--- src/rtl/load_store_unit.sv ---
// Load/store unit: takes one RISC-V load or store at a time, performs a single
// big-endian access on the data-memory port and returns an extended result.
module load_store_unit #(
   parameter int unsigned MEM_BYTES = 8,
   parameter int unsigned LATENCY   = 0
) (
   input  logic        clock,
   input  logic        reset_n,
   input  logic        req_valid,
   output logic        req_ready,
   input  logic        req_write,
   input  logic [2:0]  req_funct3,
   input  logic [31:0] req_addr,
   input  logic [31:0] req_wdata,
   output logic        resp_valid,
   input  logic        resp_ready,
   output logic [31:0] resp_rdata,
   output logic        resp_error,
   output logic [31:0] mem_addr,
   output logic [31:0] mem_data_in,
   output logic        mem_we,
   output logic [1:0]  mem_size,
   input  logic [31:0] mem_data_out,
   output logic [1:0]  dbg_state
);

   // Handshakes: a transfer happens on a rising edge where valid && ready;
   // the requester holds req_* stable until then, resp_* is held until taken.
   typedef enum logic [1:0] {
      S_IDLE   = 2'd0,
      S_ACCESS = 2'd1,
      S_WAIT   = 2'd2,
      S_RESP   = 2'd3
   } state_t;

   function automatic logic [1:0] size_of(input logic [2:0] f3);
      case (f3[1:0])
         2'b00:   size_of = 2'd0;
         2'b01:   size_of = 2'd1;
         default: size_of = 2'd3;
      endcase
   endfunction

   function automatic logic [31:0] extend(input logic [2:0] f3, input logic [31:0] d);
      case (f3)
         3'b000:  extend = {{24{d[7]}}, d[7:0]};
         3'b100:  extend = {24'd0, d[7:0]};
         3'b001:  extend = {{16{d[15]}}, d[15:0]};
         3'b101:  extend = {16'd0, d[15:0]};
         default: extend = d;
      endcase
   endfunction

   state_t      state_q, state_d;
   logic        write_q, write_d;
   logic [2:0]  funct3_q, funct3_d;
   logic [3:0]  cnt_q, cnt_d;
   logic        req_ready_q, req_ready_d;
   logic        resp_valid_q, resp_valid_d;
   logic [31:0] resp_rdata_q, resp_rdata_d;
   logic        resp_error_q, resp_error_d;
   logic [31:0] mem_addr_q, mem_addr_d;
   logic [31:0] mem_data_in_q, mem_data_in_d;
   logic        mem_we_q, mem_we_d;
   logic [1:0]  mem_size_q, mem_size_d;

   logic [1:0]  req_size;
   logic [32:0] req_end;
   logic        req_err;

   // One bit wider than the address so an access that wraps past 2^32 fails.
   always_comb begin
      req_size = size_of(req_funct3);
      req_end  = {1'b0, req_addr} + {31'd0, req_size} + 33'd1;
      req_err  = (req_funct3 == 3'b011) || (req_funct3[2:1] == 2'b11) ||
                 (req_write && req_funct3[2]) || (req_end > 33'(MEM_BYTES));
   end

   always_comb begin
      state_d       = state_q;
      write_d       = write_q;
      funct3_d      = funct3_q;
      cnt_d         = cnt_q;
      req_ready_d   = req_ready_q;
      resp_valid_d  = resp_valid_q;
      resp_rdata_d  = resp_rdata_q;
      resp_error_d  = resp_error_q;
      mem_addr_d    = mem_addr_q;
      mem_data_in_d = mem_data_in_q;
      mem_we_d      = mem_we_q;
      mem_size_d    = mem_size_q;
      case (state_q)
         S_IDLE: begin
            if (req_valid) begin
               req_ready_d = 1'b0;
               write_d     = req_write;
               funct3_d    = req_funct3;
               if (req_err) begin
                  resp_valid_d = 1'b1;
                  resp_error_d = 1'b1;
                  resp_rdata_d = 32'd0;
                  state_d      = S_RESP;
               end else begin
                  mem_addr_d    = req_addr;
                  mem_size_d    = req_size;
                  mem_data_in_d = req_wdata;
                  mem_we_d      = req_write;
                  state_d       = S_ACCESS;
               end
            end
         end
         S_ACCESS: begin
            mem_we_d = 1'b0;
            if (LATENCY == 0) begin
               resp_rdata_d = write_q ? 32'd0 : extend(funct3_q, mem_data_out);
               resp_valid_d = 1'b1;
               state_d      = S_RESP;
            end else begin
               cnt_d   = 4'(LATENCY);
               state_d = S_WAIT;
            end
         end
         S_WAIT: begin
            if (cnt_q <= 4'd1) begin
               resp_rdata_d = write_q ? 32'd0 : extend(funct3_q, mem_data_out);
               resp_valid_d = 1'b1;
               state_d      = S_RESP;
            end else begin
               cnt_d = cnt_q - 4'd1;
            end
         end
         default: begin
            if (resp_ready) begin
               resp_valid_d = 1'b0;
               resp_rdata_d = 32'd0;
               resp_error_d = 1'b0;
               req_ready_d  = 1'b1;
               state_d      = S_IDLE;
            end
         end
      endcase
   end

   always_ff @(posedge clock or negedge reset_n) begin
      if (!reset_n) begin
         state_q       <= S_IDLE;
         write_q       <= 1'b0;
         funct3_q      <= 3'd0;
         cnt_q         <= 4'd0;
         req_ready_q   <= 1'b1;
         resp_valid_q  <= 1'b0;
         resp_rdata_q  <= 32'd0;
         resp_error_q  <= 1'b0;
         mem_addr_q    <= 32'd0;
         mem_data_in_q <= 32'd0;
         mem_we_q      <= 1'b0;
         mem_size_q    <= 2'd0;
      end else begin
         state_q       <= state_d;
         write_q       <= write_d;
         funct3_q      <= funct3_d;
         cnt_q         <= cnt_d;
         req_ready_q   <= req_ready_d;
         resp_valid_q  <= resp_valid_d;
         resp_rdata_q  <= resp_rdata_d;
         resp_error_q  <= resp_error_d;
         mem_addr_q    <= mem_addr_d;
         mem_data_in_q <= mem_data_in_d;
         mem_we_q      <= mem_we_d;
         mem_size_q    <= mem_size_d;
      end
   end

   assign req_ready   = req_ready_q;
   assign resp_valid  = resp_valid_q;
   assign resp_rdata  = resp_rdata_q;
   assign resp_error  = resp_error_q;
   assign mem_addr    = mem_addr_q;
   assign mem_data_in = mem_data_in_q;
   assign mem_we      = mem_we_q;
   assign mem_size    = mem_size_q;
   assign dbg_state   = state_q;

endmodule

--- config.mk ---
export PLATFORM = sky130hd
export DESIGN_NAME = load_store_unit
export DESIGN_NICKNAME = d
export VERILOG_FILES = /design/src/rtl/load_store_unit.sv
export SDC_FILE = /design/constraint.sdc
export NUM_CORES = 1
export LEC_CHECK = 0
export BUFFER_PORTS_ARGS = -buffer_cell sky130_fd_sc_hd__buf_2
export CAP_MARGIN = 20
export CORE_MARGIN = 5
export CORE_UTILIZATION = 49
export CTS_CLUSTER_SIZE = 40
export DETAILED_ROUTE_END_ITERATION = 6
export HOLD_SLACK_MARGIN = 0.02
export PLACE_DENSITY = 0.8
export SLEW_MARGIN = 20
export SYNTH_ARGS = -nofsm -noshare
export SYNTH_HDL_FRONTEND = slang
export SYNTH_SLANG_ARGS = --single-unit
--- constraint.sdc ---
create_clock -name clock -period 3.4 [get_ports clock]
set_clock_uncertainty 0.2 [all_clocks]
set_input_delay 0.51 -clock clock [delete_from_list [all_inputs] [get_ports clock]]
set_output_delay 0.51 -clock clock [all_outputs]
set_load 0.005 [all_outputs]
# [Word-level counts from Yosys, hierarchy flattened]
# Cells that the tools add are included.
[word_totals] mem_count=0 latchBits=0 ramBits=0 out_inout_bits=104 mem_bits_ro=0 ff_bits=112
[classes] order_cmp=2 eq_ne=12 shifts=0 n_mux=25 addsub=3 n_div=0 n_reduce_logical=19 multipliers=0 n_bitwise=3
[ops] operator="$mux W32" count=5
[ops] operator="$pmux W32 S4" count=1
[ops] operator="$pmux W32 S3" count=1
[ops] operator="$add A32 B2 Y33" count=1
[ops] operator="$add A33 B1 Y33 const B" count=1
[ops] operator="$gt A33 B4 Y1 const B" count=1
[ops] operator="$reduce_and A3 Y1" count=4
[ops] operator="$mux W1" count=8
[ops] operator="$mux W2" count=4
[ops] operator="$ne A2 B2 Y1 const B" count=4
[ops] operator="$reduce_and A4 Y1" count=2
[ops] operator="$eq A3 B3 Y1 const B" count=2
[ops] operator="$pmux W1 S2" count=3
[ops] operator="$pmux W2 S3" count=1
[ops] operator="$eq A2 B1 Y1 const B" count=2
[ops] operator="$eq A2 B2 Y1 const B" count=2
[ops] operator="$le A4 B1 Y1 const B" count=1
[ops] operator="$logic_not A2 Y1" count=2
[ops] operator="$pmux W2 S2" count=1
[ops] operator="$reduce_and A2 Y1" count=2
[ops] operator="$reduce_bool A2 Y1" count=2
[ops] operator="$reduce_bool A4 Y1" count=1
[ops] operator="$sub A4 B1 Y4 const B" count=1
[ops] operator="$eq A3 B1 Y1 const B" count=1
[ops] operator="7 further kinds" count=11

# [Longest topological paths before layout]
# Gate-level depths: netlist (run 1).
[depth] depth_word=9 mapped_depth=14 depth_no_buf=12

# [Worst setup path after synthesis (run 1)]
# Ideal clock, no wire load.
[synth_path] path_kind="input-to-reg" from="in req_funct3[1]" to="reg mem_addr_q[0] (netlist: mem_addr[0])" setup_time_ps=127 t_arrival_ps=3099 setup_slack_ps=-26 cell_stages=13 required_ps=3073 path_cell_list="nor2_1 > ha_1 > inv_1 > fa_1 > and3_1 > o311ai_0 > o2111ai_1 > nor3_1 > nand4_1 > nor3_2 > buf_4 > buf_6 > mux2_1"
[synth_via] elab_chain_cells=8 word_cells_on_any_way=13 cone_classes="2 x add/sub; 1 x order compare; 3 x eq/ne; 1 x mux; 1 x bitwise; 5 x reduce/logical"
[synth_rtl] item="start: declaration" line_no="12" rtl="input logic [2:0] req_funct3,"
[synth_rtl] item="$eq A2 B1 Y1 / $logic_not A2 Y1 (equally long branches)" line_no="37" rtl="case (f3[1:0])"
[synth_rtl] item="$pmux W2 S2" line_no="37"
[synth_rtl] item="$add A32 B2 Y33" line_no="74" rtl="req_end = {1'b0, req_addr} + {31'd0, req_size} + 33'd1;"
[synth_rtl] item="$add A33 B1 Y33" line_no="74"
[synth_rtl] item="$gt A33 B4 Y1" line_no="76" rtl="(req_write && req_funct3[2]) || (req_end > 33'(MEM_BYTES));"
[synth_rtl] item="$logic_or A1 B1 Y1 *" line_no="76"
[synth_rtl] item="$not A1 Y1 (no line) *"
[synth_rtl] item="$reduce_and A3 Y1 (no line) *"
[synth_rtl] item="end signal: assignment" line_no="167" rtl="mem_addr_q <= mem_addr_d;"
[synth_rtl] item="end: declaration" line_no="62" rtl="logic [31:0] mem_addr_q, mem_addr_d;"
# Mark *: on every way between the ends. The rest lies on a longest branch, timed or not.
# A chain may end at the register's enable or synchronous reset.

# [Worst setup path in the final report (run 1)]
[layout_path] from="in req_funct3[0]" to="reg mem_data_in_q[30] (netlist: mem_data_in[30])"
[layout_via] elab_chain_cells=8 word_cells_on_any_way=12 cone_classes="2 x add/sub; 1 x order compare; 2 x eq/ne; 1 x mux; 1 x bitwise; 5 x reduce/logical"
[layout_rtl] item="$eq A2 B1 Y1 / $logic_not A2 Y1 (equally long branches)" line_no="37"
[layout_rtl] item="$pmux W2 S2" line_no="37"
[layout_rtl] item="$add A32 B2 Y33" line_no="74"
[layout_rtl] item="$add A33 B1 Y33" line_no="74"
[layout_rtl] item="$gt A33 B4 Y1" line_no="76"
[layout_rtl] item="$logic_or A1 B1 Y1 *" line_no="76"
[layout_rtl] item="$not A1 Y1 (no line) *"
[layout_rtl] item="$reduce_and A3 Y1 (no line) *"
[layout_rtl] item="end signal: assignment" line_no="168" rtl="mem_data_in_q <= mem_data_in_d;"
[layout_rtl] item="end: declaration" line_no="63" rtl="logic [31:0] mem_data_in_q, mem_data_in_d;"
# Marked as above.

==> results of run 1 <==
==> state kept, by name, summed over array words and instances (netlist names), 2 cells and up <==
| register | cells |
|---|---|
| mem_addr | 32 |
| funct3_q | 3 |
| resp_rdata | 32 |
| cnt_q | 4 |
| mem_data_in | 32 |
| dbg_state | 2 |
| mem_size | 2 |
==> worst max-delay path by stage <==
stage / startpoint / slack, ns / end / cells past startpoint
global placement: req_funct3[1] / -0.35 / mem_data_in[5]$_DFFE_PN0P_ / 13
detailed placement: req_funct3[1] / -0.50 / mem_data_in[11]$_DFFE_PN0P_ / 13
global route: req_funct3[0] / -0.1 / mem_addr[3]$_DFFE_PN0P_ / 15
finish: req_funct3[0] / 0.07 / mem_data_in[30]$_DFFE_PN0P_ / 15
floorplan: req_funct3[1] / 0.02 / mem_addr[0]$_DFFE_PN0P_ / 13
CTS: req_funct3[1] / 0.003 / mem_size[1]$_DFFE_PN0P_ / 14
==> critical path: cells and delay by family <==
family | cells | cell delay (ns)
simple gates | 7 | 1.66
compound gates | 1 | 0.06
fa+ha+maj | 2 | 0.38
buf+inv | 4 | 0.47
mux | 1 | 0.30
==> layout make-up <==
| type | instances | area (µm²) | share of cell area (%) |
|---|---|---|---|
| Clock inverter | 6 | 58.8 | 0.810 |
| Tap cell | 140 | 175 | 2.41 |
| Clock buffer | 10 | 138 | 1.90 |
| Multi-Input combinational cell | 313 | 2470 | 34.0 |
| Sequential cell | 112 | 2800 | 38.6 |
| Inverter | 38 | 143 | 1.96 |
| Timing Repair Buffer | 245 | 1470 | 20.3 |
==> power by group through the flow <==
stage                     clock, µW  combinational, µW  sequential, µW
after floorplan                   0                821            1610
after global placement            0               1190            1660
after detailed placement          0               1230            1670
after CTS                       811               1240            1640
after global routing            856               1370            1670
final                           782               1240            1650
==> cells by family (layout without fill, tap and decap cells) <==
family / count (synthesis) / in the layout / share of synthesized area, %
AO/OA/AOI/OAI: 78 / 78 / 8.81
XOR/XNOR: 9 / 9 / 1.45
adder cells (fa/ha/maj): 9 / 9 / 2.21
buffers and inverters: 60 / 299 / 4.73
flip-flops: 112 / 112 / 51.7
multiplexers: 79 / 79 / 16.1
AND/OR/NAND/NOR: 138 / 138 / 14.9
==> timing repair <==
| item | in CTS | in global routing |
|---|---|---|
| endpoints found under the setup margin | 38 | 80 |
| hold buffers | 1 | 0 |
| endpoints found under the hold margin | 34 | 0 |
| cloned | 1 | 2 |
| pin swaps | 2 | 11 |
| gates resized for setup | 4 | 40 |
| setup buffers | 2 | 3 |
==> layout by cell type (no fill, tap or decap), types with 2 or more instances in the layout <==
cell type and n:
buf_2 203, dfrtp_1 111, mux2_2 40, inv_1 36, a21oi_1 34, nor2b_1 26, buf_4 26, nand2_1 25
o21ai_0 19, nor2_1 16, mux2_1 16, nand4_1 14, mux2_4 12, mux2i_1 11, nand3_1 11, clkbuf_8 10
and4_1 8, ha_1 7, and3_1 6, buf_6 6, xnor2_1 5, nor4_1 4, xor2_1 4, nor3_1 4
nor3b_1 4, and2_1 3, buf_8 3, buf_12 3, o2111ai_1 2, o311ai_1 2, a21oi_2 2, inv_2 2
o21a_1 2, o211ai_1 2, a311oi_1 2, inv_6 2, clkbuf_16 2
==> stage by stage <==
| step | cell area, µm² | power (µW) | setup TNS [ns] | setup slack [ns] |
|---|---|---|---|---|
| 4_1_cts | 7040 | 3690 | 0 | 0.00269 |
| 3_5_place_dp | 6790 | 2900 | -37.69 | -0.498 |
| 6_report | 7260 | 3670 | 0 | 0.0711 |
| 5_1_grt | 7260 | 3900 | -3.41 | -0.0955 |
| 2_1_floorplan | 5420 | 2430 | 0 | 0.0208 |
| 3_3_place_gp | 6790 | 2840 | -26.55 | -0.354 |
==> routing by layer <==
metal  vias to the layer above  wire length [µm]  global-route usage [%]
met2                       181              7050                    34.4
li1                       2187                 -                       -
met1                      2254              6210                    27.9
met5                         -                 0                       0
met3                        22              1140                    4.89
met4                         0               207                    5.95
==> impl_results.md, run 1 <==
- Status: finished, final reports clean
- Post-synth EDFFs: 0
- Combinational Power Share: 33.8%
- Final Setup Violations: 0
- Total die area: roughly 13,000 µm²
- Post-synth top area share: 51.2%
- Net Sw Frac: 34.5%
- Initial antenna violation count: 0
- WHS: 0.143 ns
- Clock network power share: 21.3%
- WL final: 14,600 µm
- Core ar.: 10,800 µm²
- Crit path required time: 3.47 ns
- Crit end category: flip-flop
- Total leakage power: 0.00401 µW
- Reg2reg start: dbg_state[0]$_DFFE_PN0P_
- CTS clk-pin slew, worst paths: 0.11 ns
- Ys flop type: dfrtp_1
- CP max FO: 7
- Die width: 115 µm
- Sequential power share: 44.9%
- FF-to-FF path depth: 9
- Slew Limit Fails: 0
- Area Growth Syn to Fin: 33.8%
- Arrival @ worst endpoint: 3.40 ns
- Residual DRC: 0
- Placed Cells incl. Taps: roughly 840
- Clock H-tree levels: 3
- F_max: 0.300 GHz
- Least-Margin Pin Slew: 0.879 ns
- Synth Instances: 485
- Drt pass-1 iters: 4
- FP Rows: 38
- Layout Cells excl Fill: 864
- Hold Path Sink: mem_data_in[24]$_DFFE_PN0P_
- Top cell by count, worst path: nand4_1
- Largest net degree at the start of global routing: just over 60
- N_diodes: 0
- WS Path Type: in -> reg
- CTS tree: yes
- Hold Crit Start: req_wdata[24]
- Maximum clock path buffer count: 2
- Fillers: 842
- Via total after detailed routing: 4,644
- Flop and latch count out of synthesis: 112
- DR vias/cell: 5.38
- Boundary Pins: 208
- Total CTS buffers: 9
- Initial core utilization: 50.0%
- Total gr overflow: 0
- Final HPWL DP: about 11,000 µm
- Cell with the most instances after synthesis: dfrtp_1
- Layout Utilization: 67.0%
- Initial drt markers: 315
- Vias in the first global route: 4,518
- VDD IR max: 0.000301 V
- Worst path max stage delay: about 0.43 ns
- Synthesized Nets: 598
- Worst R2R End: resp_rdata[1]$_DFFE_PN0P_
- Int Pwr: roughly 2400 µW
- Area contributors post-synth: dfrtp_1 51%, mux2_2 8.5%, mux2_1 5.6%, a21oi_1 3.3%, nor2b_1 3.2%
- Cell Pwr Density: 505 nW/µm²
- GPL Wtd Cong: 0.905
- Final critical-path share of the clock period: 97.9%
- Avg WL per Cell: 16.9 µm
- Final hold vios: 0
- Startpoint types: primary input
- Die H: 115 µm
- Min-Delay Path Class: in -> reg
- Final Critical Period: between 3 and 4 ns
- Area leader, netlist: dfrtp_1
- Clk sinks: 112
- Async S/R FF share, synth: 100%
- Clock Tree Root: clkbuf_8
- YS warnings: 0
- Distinct cells, synth: 58
- RSZ-0062 raised after global routing: true
- Sw Pwr: around 1300 µW
- First-pass GRT wire length: 22,200 µm
- Commonest cells post-synth: 111 x dfrtp_1, 41 x mux2_2, 38 x inv_1
- Syn Std Cell Area: 5420 µm²
- Worst hold stages: 2
- FF-to-FF setup slack: 0.71 ns
- Crit-path cells: buf_8, nor2_4, ha_4, inv_2, fa_2, nand4_1, nor4_4, and3_1, a21oi_2, nor4_2, nand4_1, nor3_4, buf_6, clkbuf_16, mux2_4
- Layout cell share with drive strength beyond 1: 45.9%
- CP max stage cell: nor4_4
- Overall Global Routing Usage: 20.9%
- Skew-Pair Late Insertion Delay: between 0.3 and 0.4 ns
- Max_cap viols: 0
- Final nets: 832
- Max_slew headroom: 41.4%
- Post-synthesis area per instance: between 10 and 15 µm²
- Seq/Total Area, Yosys: 51.7%
- Post-route ant nets: 0
- I/O Buffers: 207
Power figures use the tool's default switching activity.
==> inputs of run 2 (changes only) <==
--- a/config.mk
+++ b/config.mk
@@ -9,6 +9,7 @@
 export CAP_MARGIN = 20
 export CORE_MARGIN = 5
 export CORE_UTILIZATION = 49
+export CTS_BUF_LIST = sky130_fd_sc_hd__clkbuf_16
 export CTS_CLUSTER_SIZE = 40
 export DETAILED_ROUTE_END_ITERATION = 6
 export HOLD_SLACK_MARGIN = 0.02
==> run 2 against run 1 <==
  * Wire length is 5.1% higher
  * Combinational power hardly changed
  * Count of clock-buffer cells in the layout is 1 lower
  * Via count is 1.2% higher
==> impl_results.md, run 2 (synthesized netlist as in run 1, its figures left out) <==
- Clk sinks: 112 (unchanged)
- Avg WL per Cell: 17.7 µm (was 16.9 µm)
- Combinational Power Share: 31.7% (was 33.8%)
- Max_cap viols: 0 (unchanged)
- Residual DRC: 0 (unchanged)
- Area Growth Syn to Fin: 38.4% (was 33.8%)
- Cell Area, Placed: 6790 µm² (unchanged)
- N_diodes: 0 (unchanged)
- F_max: 0.298 GHz (was 0.300 GHz)
- Total gr overflow: 0 (unchanged)
- Largest net degree at the start of global routing: 61 (unchanged)
- Initial core utilization: 50.0% (unchanged)
- Total CTS buffers: 9 (unchanged)
- Final Setup Violations: 0 (unchanged)
- Clock H-tree levels: 3 (unchanged)
- Design area: 7510 µm² (was 7260 µm²)
- Arrival @ worst endpoint: 3.39 ns (was 3.40 ns)
- Maximum clock path buffer count: 2 (unchanged)
- Skew-Pair Late Insertion Delay: 0.34 ns (was 0.37 ns)
- Layout cell share with drive strength beyond 1: 47.5% (was 45.9%)
- Initial antenna violation count: 0 (unchanged)
- Final nets: 835 (was 832)
- Crit path required time: 3.44 ns (was 3.47 ns)
- Max_slew headroom: 39.4% (was 41.4%)
- Hold_buf cts: 0 (was 1)
- Boundary Pins: 208 (unchanged)
- Min-Delay Path Class: in -> async (was in -> reg)
- First-pass GRT wire length: 22,300 µm (was 22,200 µm)
- Cell Pwr Density: 522 nW/µm² (was 505 nW/µm²)
- Core ar.: 10,800 µm² (unchanged)
- VDD IR max: 0.000328 V (was 0.000301 V)
- Sw Pwr: 1310 µW (was 1260 µW)
- Via total after detailed routing: 4,700 (was 4,644)
- Initial drt markers: 257 (was 315)
- Clock Tree Root: clkbuf_16 (was clkbuf_8)
- Die width: 115 µm (unchanged)
- Total leakage power: 0.00410 µW (was 0.00401 µW)
- Crit end category: flip-flop (unchanged)
- CP max FO: 7 (unchanged)
- DR vias/cell: 5.42 (was 5.38)
- Sequential power share: 42.1% (was 44.9%)
- Int Pwr: 2610 µW (was 2400 µW)
- Die H: 115 µm (unchanged)
- Commonest cells after routing, fill and taps aside: 203 x buf_2, 111 x dfrtp_1, 36 x inv_1, 35 x a21oi_1, 31 x mux2_4 (was 203 x buf_2, 111 x dfrtp_1, 40 x mux2_2, 36 x inv_1, 34 x a21oi_1)
- Total die area: 13,300 µm² (unchanged)
- Final hold vios: 0 (unchanged)
- FP Rows: 38 (unchanged)
- WS Path Type: in -> reg (unchanged)
- RSZ-0062 raised after global routing: true (unchanged)
- Clock network power share: 26.2% (was 21.3%)
- Net Sw Frac: 33.4% (was 34.5%)
- Drt pass-1 iters: 4 (unchanged)
- Slew Limit Fails: 0 (unchanged)
- Final HPWL DP: 10,700 µm (unchanged)
- Power Total: 3920 µW (was 3670 µW)
- Fillers: 832 (was 842)
- Startpoint types: primary input (unchanged)
- Overall Global Routing Usage: 21.0% (was 20.9%)
- Commonest non-fill, non-tap cell in the layout: buf_2 (unchanged)
- CTS tree: yes (unchanged)
- Vias in the first global route: 4,514 (was 4,518)
- Post-route ant nets: 0 (unchanged)
- Least-Margin Pin Slew: 0.909 ns (was 0.879 ns)
- Setup TNS: 0 ns (unchanged)
- Status: finished, final reports clean (unchanged)
- Final Critical Period: 3.35 ns (was 3.33 ns)
- WL final: 15,400 µm (was 14,600 µm)
- GPL Wtd Cong: 0.905 (unchanged)
- I/O Buffers: 207 (unchanged)
- CTS clk-pin slew, worst paths: 0.08 ns (was 0.11 ns)
- Final critical-path share of the clock period: 98.6% (was 97.9%)
==> run 2: changes by cell type in the layout (fill, tap and decap cells not counted), moves of 5 or more <==
cell,previous run,this run
clkbuf_8,10,0
nor2b_1,26,21
mux2_2,40,28
mux2_1,16,9
clkbuf_16,2,13
mux2_4,12,31
==> run 2: per-stage QoR <==
| step | hold WS (ns) | utilization (%) | std cells | setup WS, ns |
|---|---|---|---|---|
| after global routing | 0.0934 | 69.2 | 867 | -0.115 |
| final | 0.0360 | 69.2 | 867 | 0.0465 |
| after detailed placement | 0.263 | 62.6 | 839 | -0.498 |
| after CTS | 0.0564 | 65.9 | 858 | 0.0200 |
| after floorplan | 0.0144 | - | 485 | 0.0208 |
| after global placement | 0.260 | 62.6 | 839 | -0.354 |
==> run 2: power groups by stage <==
| stage | Clock (µW) | Combinational [µW] | Sequential [µW] |
|---|---|---|---|
| finish | 1030 | 1240 | 1650 |
| global route | 1090 | 1380 | 1670 |
| CTS | 1040 | 1240 | 1640 |
| detailed placement | 0 | 1230 | 1670 |
| global placement | 0 | 1190 | 1660 |
| floorplan | 0 | 821 | 1610 |
==> run 2: timing repair <==
item,4_1_cts,5_1_grt
cloned,1,5
buffers inserted,2,4
resized for setup,7,60
setup endpoints to repair,40,67
pin swaps,2,9
==> run 2: worst max-delay path: stages <==
cell,delay [ns]
buf_8,0.08
nor2_4,0.04
ha_4,0.15
inv_2,0.05
fa_2,0.22
nand4_1,0.18
nor4_4,0.42
and3_1,0.24
a21oi_2,0.06
nor4_2,0.31
nand4_1,0.23
nor3_4,0.20
buf_12,0.18
clkbuf_16,0.17
mux2_1,0.31
==> run 2: path summary, 6_finish.rpt <==
check | start | to | slack (ns) | depth (start not counted)
setup / recovery | req_funct3[0] | mem_data_in[29]$_DFFE_PN0P_ | 0.05 | 15
hold / removal | reset_n | resp_rdata[18]$_DFFE_PN0P_ | 0.04 | 1
setup reg to reg | dbg_state[0]$_DFFE_PN0P_ | resp_rdata[1]$_DFFE_PN0P_ | 0.71 | 9
hold reg to reg | cnt_q[3]$_DFFE_PN0P_ | cnt_q[3]$_DFFE_PN0P_ | 0.28 | 1
max in group asynchronous | reset_n | mem_addr[4]$_DFFE_PN0P_ | 2.22 | 2
min in group clock | req_wdata[29] | mem_data_in[29]$_DFFE_PN0P_ | 0.18 | 2
==> run 2: final cells by class <==
| cell class | instances | area (µm²) | share of cell area (%) |
|---|---|---|---|
| Sequential cell | 112 | 2800 | 37.4 |
| Timing Repair Buffer | 248 | 1540 | 20.6 |
| Tap cell | 140 | 175 | 2.33 |
| Clock inverter | 7 | 62.6 | 0.833 |
| Inverter | 38 | 143 | 1.90 |
| Multi-Input combinational cell | 313 | 2550 | 34.0 |
| Clock buffer | 9 | 225 | 3.00 |
==> run 2: routing by layer <==
layer | GRT usage [%] | routed length (µm)
met1 | 28.0 | 6480
met2 | 34.9 | 7540
met3 | 4.89 | 1200
met4 | 5.09 | 136
met5 | 0 | 0
==> inputs of run 3 (changes only) <==
--- a/config.mk
+++ b/config.mk
@@ -8,12 +8,12 @@
 export BUFFER_PORTS_ARGS = -buffer_cell sky130_fd_sc_hd__buf_2
 export CAP_MARGIN = 20
 export CORE_MARGIN = 5
-export CORE_UTILIZATION = 49
+export CORE_UTILIZATION = 45
 export CTS_BUF_LIST = sky130_fd_sc_hd__clkbuf_16
 export CTS_CLUSTER_SIZE = 40
 export DETAILED_ROUTE_END_ITERATION = 6
 export HOLD_SLACK_MARGIN = 0.02
-export PLACE_DENSITY = 0.8
+export PLACE_DENSITY = 0.77
 export SLEW_MARGIN = 20
 export SYNTH_ARGS = -nofsm -noshare
 export SYNTH_HDL_FRONTEND = slang
==> constraint.sdc (replaced) <==
create_clock -name clock -period 2.9 [get_ports clock]
set_clock_uncertainty 0.2 [all_clocks]
set_input_delay 0.435 -clock clock [delete_from_list [all_inputs] [get_ports clock]]
set_output_delay 0.435 -clock clock [all_outputs]
set_load 0.005 [all_outputs]
==> run 3 against run 2 <==
  * The run now ends with negative setup slack left
  * Combinational power grew 49%
  * Wire length increased by 10%
  * Sequential cell count unchanged
  * Via count is 6.3% higher
  * Design area up 6.6%
  * Non-clock buffer count increased by 44
  * Sequential share of layout area down 2.3 points
  * Count of clock-buffer cells in the layout unchanged
  * Utilization decreased by 2.1 points
==> impl_results.md, run 3 (synthesized netlist as in run 1, its figures left out) <==
- Hold Crit Start: req_wdata[28]
- Commonest cells after routing, fill and taps aside: 203 x buf_2, 111 x dfrtp_1, 66 x buf_4, 44 x mux2_4, 37 x inv_1 (was 203 x buf_2, 111 x dfrtp_1, 36 x inv_1, 35 x a21oi_1, 31 x mux2_4)
- Die width: 120 µm (was 115 µm)
- Overall Global Routing Usage: 22.1% (was 21.0%)
- Crit path buf inv count: 6 (was 4)
- Failing checks: negative setup slack
- Avg WL per Cell: 18.4 µm (was 17.7 µm)
- Total leakage power: 0.00435 µW (was 0.00410 µW)
- GPL Wtd Cong: 0.894 (was 0.905)
- Min-Delay Path Class: in -> reg (was in -> async)
- Crit path capture: mem_size[1]$_DFFE_PN0P_ (was mem_data_in[29]$_DFFE_PN0P_)
- Crit-path cells: buf_8, nor2_4, ha_4, inv_2, fa_2, and3_4, buf_6, a21oi_4, a21oi_2, a2bb2oi_2, nor4_2, nand4_1, nor3_4, buf_6, buf_16, buf_12, mux2_4 (was buf_8, nor2_4, ha_4, inv_2, fa_2, nand4_1, nor4_4, and3_1, a21oi_2, nor4_2, nand4_1, nor3_4, buf_12, clkbuf_16, mux2_1)
- First-pass GRT wire length: 25,300 µm (was 22,300 µm)
- F_max: 0.303 GHz
- Sequential power share: 38.1% (was 42.1%)
- Worst R2R End: resp_rdata[9]$_DFFE_PN0P_ (was resp_rdata[1]$_DFFE_PN0P_)
- Startpoint types: primary input (unchanged)
- Core ar.: 11,900 µm² (was 10,800 µm²)
- Max_slew headroom: 67.9% (was 39.4%)
- Via total after detailed routing: 4,998 (was 4,700)
- Total gr overflow: 0 (unchanged)
- Max_cap viols: 0 (unchanged)
- Clk sinks: 112 (unchanged)
- Final HPWL DP: 11,500 µm (was 10,700 µm)
- Final critical-path share of the clock period: 114%
- FF-to-FF setup slack: 0.24 ns (was 0.71 ns)
- Combinational Power Share: 37.7% (was 31.7%)
- CP max stage cell: fa_2 (was nor4_4)
- FF-to-FF path depth: 9 (unchanged)
- Total CTS buffers: 9 (unchanged)
- Crit-path leading delay family: simple AND/OR/NAND/NOR gates (unchanged)
- CTS clk-pin slew, worst paths: 0.08 ns (about the same)
- Power Total: 4920 µW (was 3920 µW)
- WL final: 16,900 µm (was 15,400 µm)
- Commonest non-fill, non-tap cell in the layout: buf_2 (unchanged)
- WS Path Type: in -> reg (unchanged)
- FP Rows: 40 (was 38)
- Clock H-tree levels: 3 (unchanged)
- Worst Setup SP: req_funct3[1] (was req_funct3[0])
- Vias in the first global route: 4,983 (was 4,514)
- N_diodes: 0 (unchanged)
- Clock Tree Root: clkbuf_16 (unchanged)
- CTS tree: yes (unchanged)
- Skew-Pair Late Insertion Delay: 0.35 ns (was 0.34 ns)
- Least-Margin Pin Slew: 0.481 ns (was 0.909 ns)
- Largest net degree at the start of global routing: 50 (was 61)
- Final hold vios: 0 (unchanged)
- Int Pwr: 3310 µW (was 2610 µW)
- Reg2reg start: dbg_state[0]$_DFFE_PN0P_ (unchanged)
- Initial core utilization: 45.5% (was 50.0%)
- Worst hold stages: 2
- Net Sw Frac: 32.8% (was 33.4%)
- Residual DRC: 0 (unchanged)
- DR vias/cell: 5.44 (was 5.42)
- Total stage count of the critical path: 17 (was 15)
- Clock network power share: 24.2% (was 26.2%)
- CP max FO: 6 (was 7)
- Crit path required time: 2.94 ns (was 3.44 ns)
- Status: finished, violations left (was finished, final reports clean)
- Post-route ant nets: 0 (unchanged)
- Area Growth Syn to Fin: 47.5% (was 38.4%)
- Top cell by count, worst path: buf_6 (was nand4_1)
- Maximum clock path buffer count: 2 (unchanged)
- Drt pass-1 iters: 6 (was 4)
- Slew Limit Fails: 0 (unchanged)
- Final nets: 879 (was 835)
- Worst path max stage delay: 0.37 ns (was 0.42 ns)
- Total die area: 14,300 µm² (was 13,300 µm²)
- Initial antenna violation count: 0 (unchanged)
- Die H: 120 µm (was 115 µm)
- Layout cell share with drive strength beyond 1: 52.4% (was 47.5%)
- Final worst slack: -0.395 ns (was 0.0465 ns)
- I/O Buffers: 207 (unchanged)
- Initial drt markers: 318 (was 257)
- Boundary Pins: 208 (unchanged)
- Pre-CTS setup slack: -0.707 ns (was -0.498 ns)
- Arrival @ worst endpoint: 3.34 ns (was 3.39 ns)
- RSZ-0062 raised after global routing: true (unchanged)
- VDD IR max: 0.000283 V (was 0.000328 V)
- Final Setup Violations: 99 (was 0)
- Final Critical Period: 3.29 ns
- Sw Pwr: 1610 µW (was 1310 µW)
- Crit end category: flip-flop (unchanged)
- Cell Pwr Density: 615 nW/µm² (was 522 nW/µm²)
[run 3: cell types whose count changed in the layout (fill, tap and decap cells not counted), moves of 3 or more]
cell     previous run  this run
nor2b_1            21        27
mux2_2             28        23
nor2b_2             4         0
buf_4              29        66
buf_6               3         7
buf_12              3         6
mux2_1              9         1
mux2_4             31        44
[run 3: worst register-to-register path: stages (launching register included)]
cell	delay, ns
dfrtp_1	0.43
inv_1	0.11
ha_1	0.46
nand2_1	0.14
o21ai_0	0.12
nand2_1	0.20
a31oi_4	0.26
buf_6	0.16
clkbuf_16	0.15
mux2_2	0.32
[run 3: worst min path at each step]
stage                             endpoint  slack (ns)
2_1_floorplan         cnt_q[0]$_DFFE_PN0P_       -0.06
4_1_cts        mem_data_in[28]$_DFFE_PN0P_        0.07
5_1_grt        mem_data_in[28]$_DFFE_PN0P_        0.09
3_5_place_dp   mem_data_in[23]$_DFFE_PN0P_        0.22
6_report       mem_data_in[28]$_DFFE_PN0P_        0.09
3_3_place_gp      mem_addr[12]$_DFFE_PN0P_        0.20
[run 3: per-layer routing]
| metal | wire, µm | global-route usage [%] | up-vias |
|---|---|---|---|
| met2 | 8650 | 38.2 | 222 |
| li1 | - | - | 2277 |
| met1 | 6920 | 27.2 | 2459 |
| met3 | 951 | 4.81 | 40 |
| met5 | 0 | 0 | - |
| met4 | 403 | 8.02 | 0 |
[run 3: per-stage QoR]
stage | hold WS (ns) | std cells | utilization [%] | cell area (µm²) | setup TNS (ns)
6_report | 0.0919 | 918 | 67.2 | 8000 | -27.53
5_1_grt | 0.0920 | 918 | 67.2 | 8000 | -38.64
4_1_cts | 0.0749 | 910 | 64.8 | 7720 | -16.04
3_5_place_dp | 0.216 | 882 | 59.8 | 7120 | -59.72
3_3_place_gp | 0.202 | 882 | 59.8 | 7120 | -51.70
2_1_floorplan | -0.0606 | 485 | - | 5500 | -18.18
[run 3: power by group through the flow]
stage                     clock network (µW)  logic [µW]  registers [µW]
after detailed placement                   0        1650            1910
after global placement                     0        1590            1900
after floorplan                            0        1070            1890
after CTS                               1220        1780            1880
final                                   1190        1850            1880
after global routing                    1280        2010            1900
[run 3: repair_timing]
action                     in CTS  in global routing
hold endpoints to repair       33                  0
gates cloned                    5                  2
setup buffers                   7                 11
pin swaps                       3                 14
setup endpoints to repair     100                102
hold buffers                    1                  0
gates resized for setup        35                 49
[run 3: final cells by class]
cell class              instances  area (µm²)
well taps                     147         184
clock buffers                   9         225
repair buffers                292        1930
fillers                       924        3910
flip-flops and latches        112        2800
multi-input cells             313        2670
inverters                      38         143
clock inverters                 7        55.1
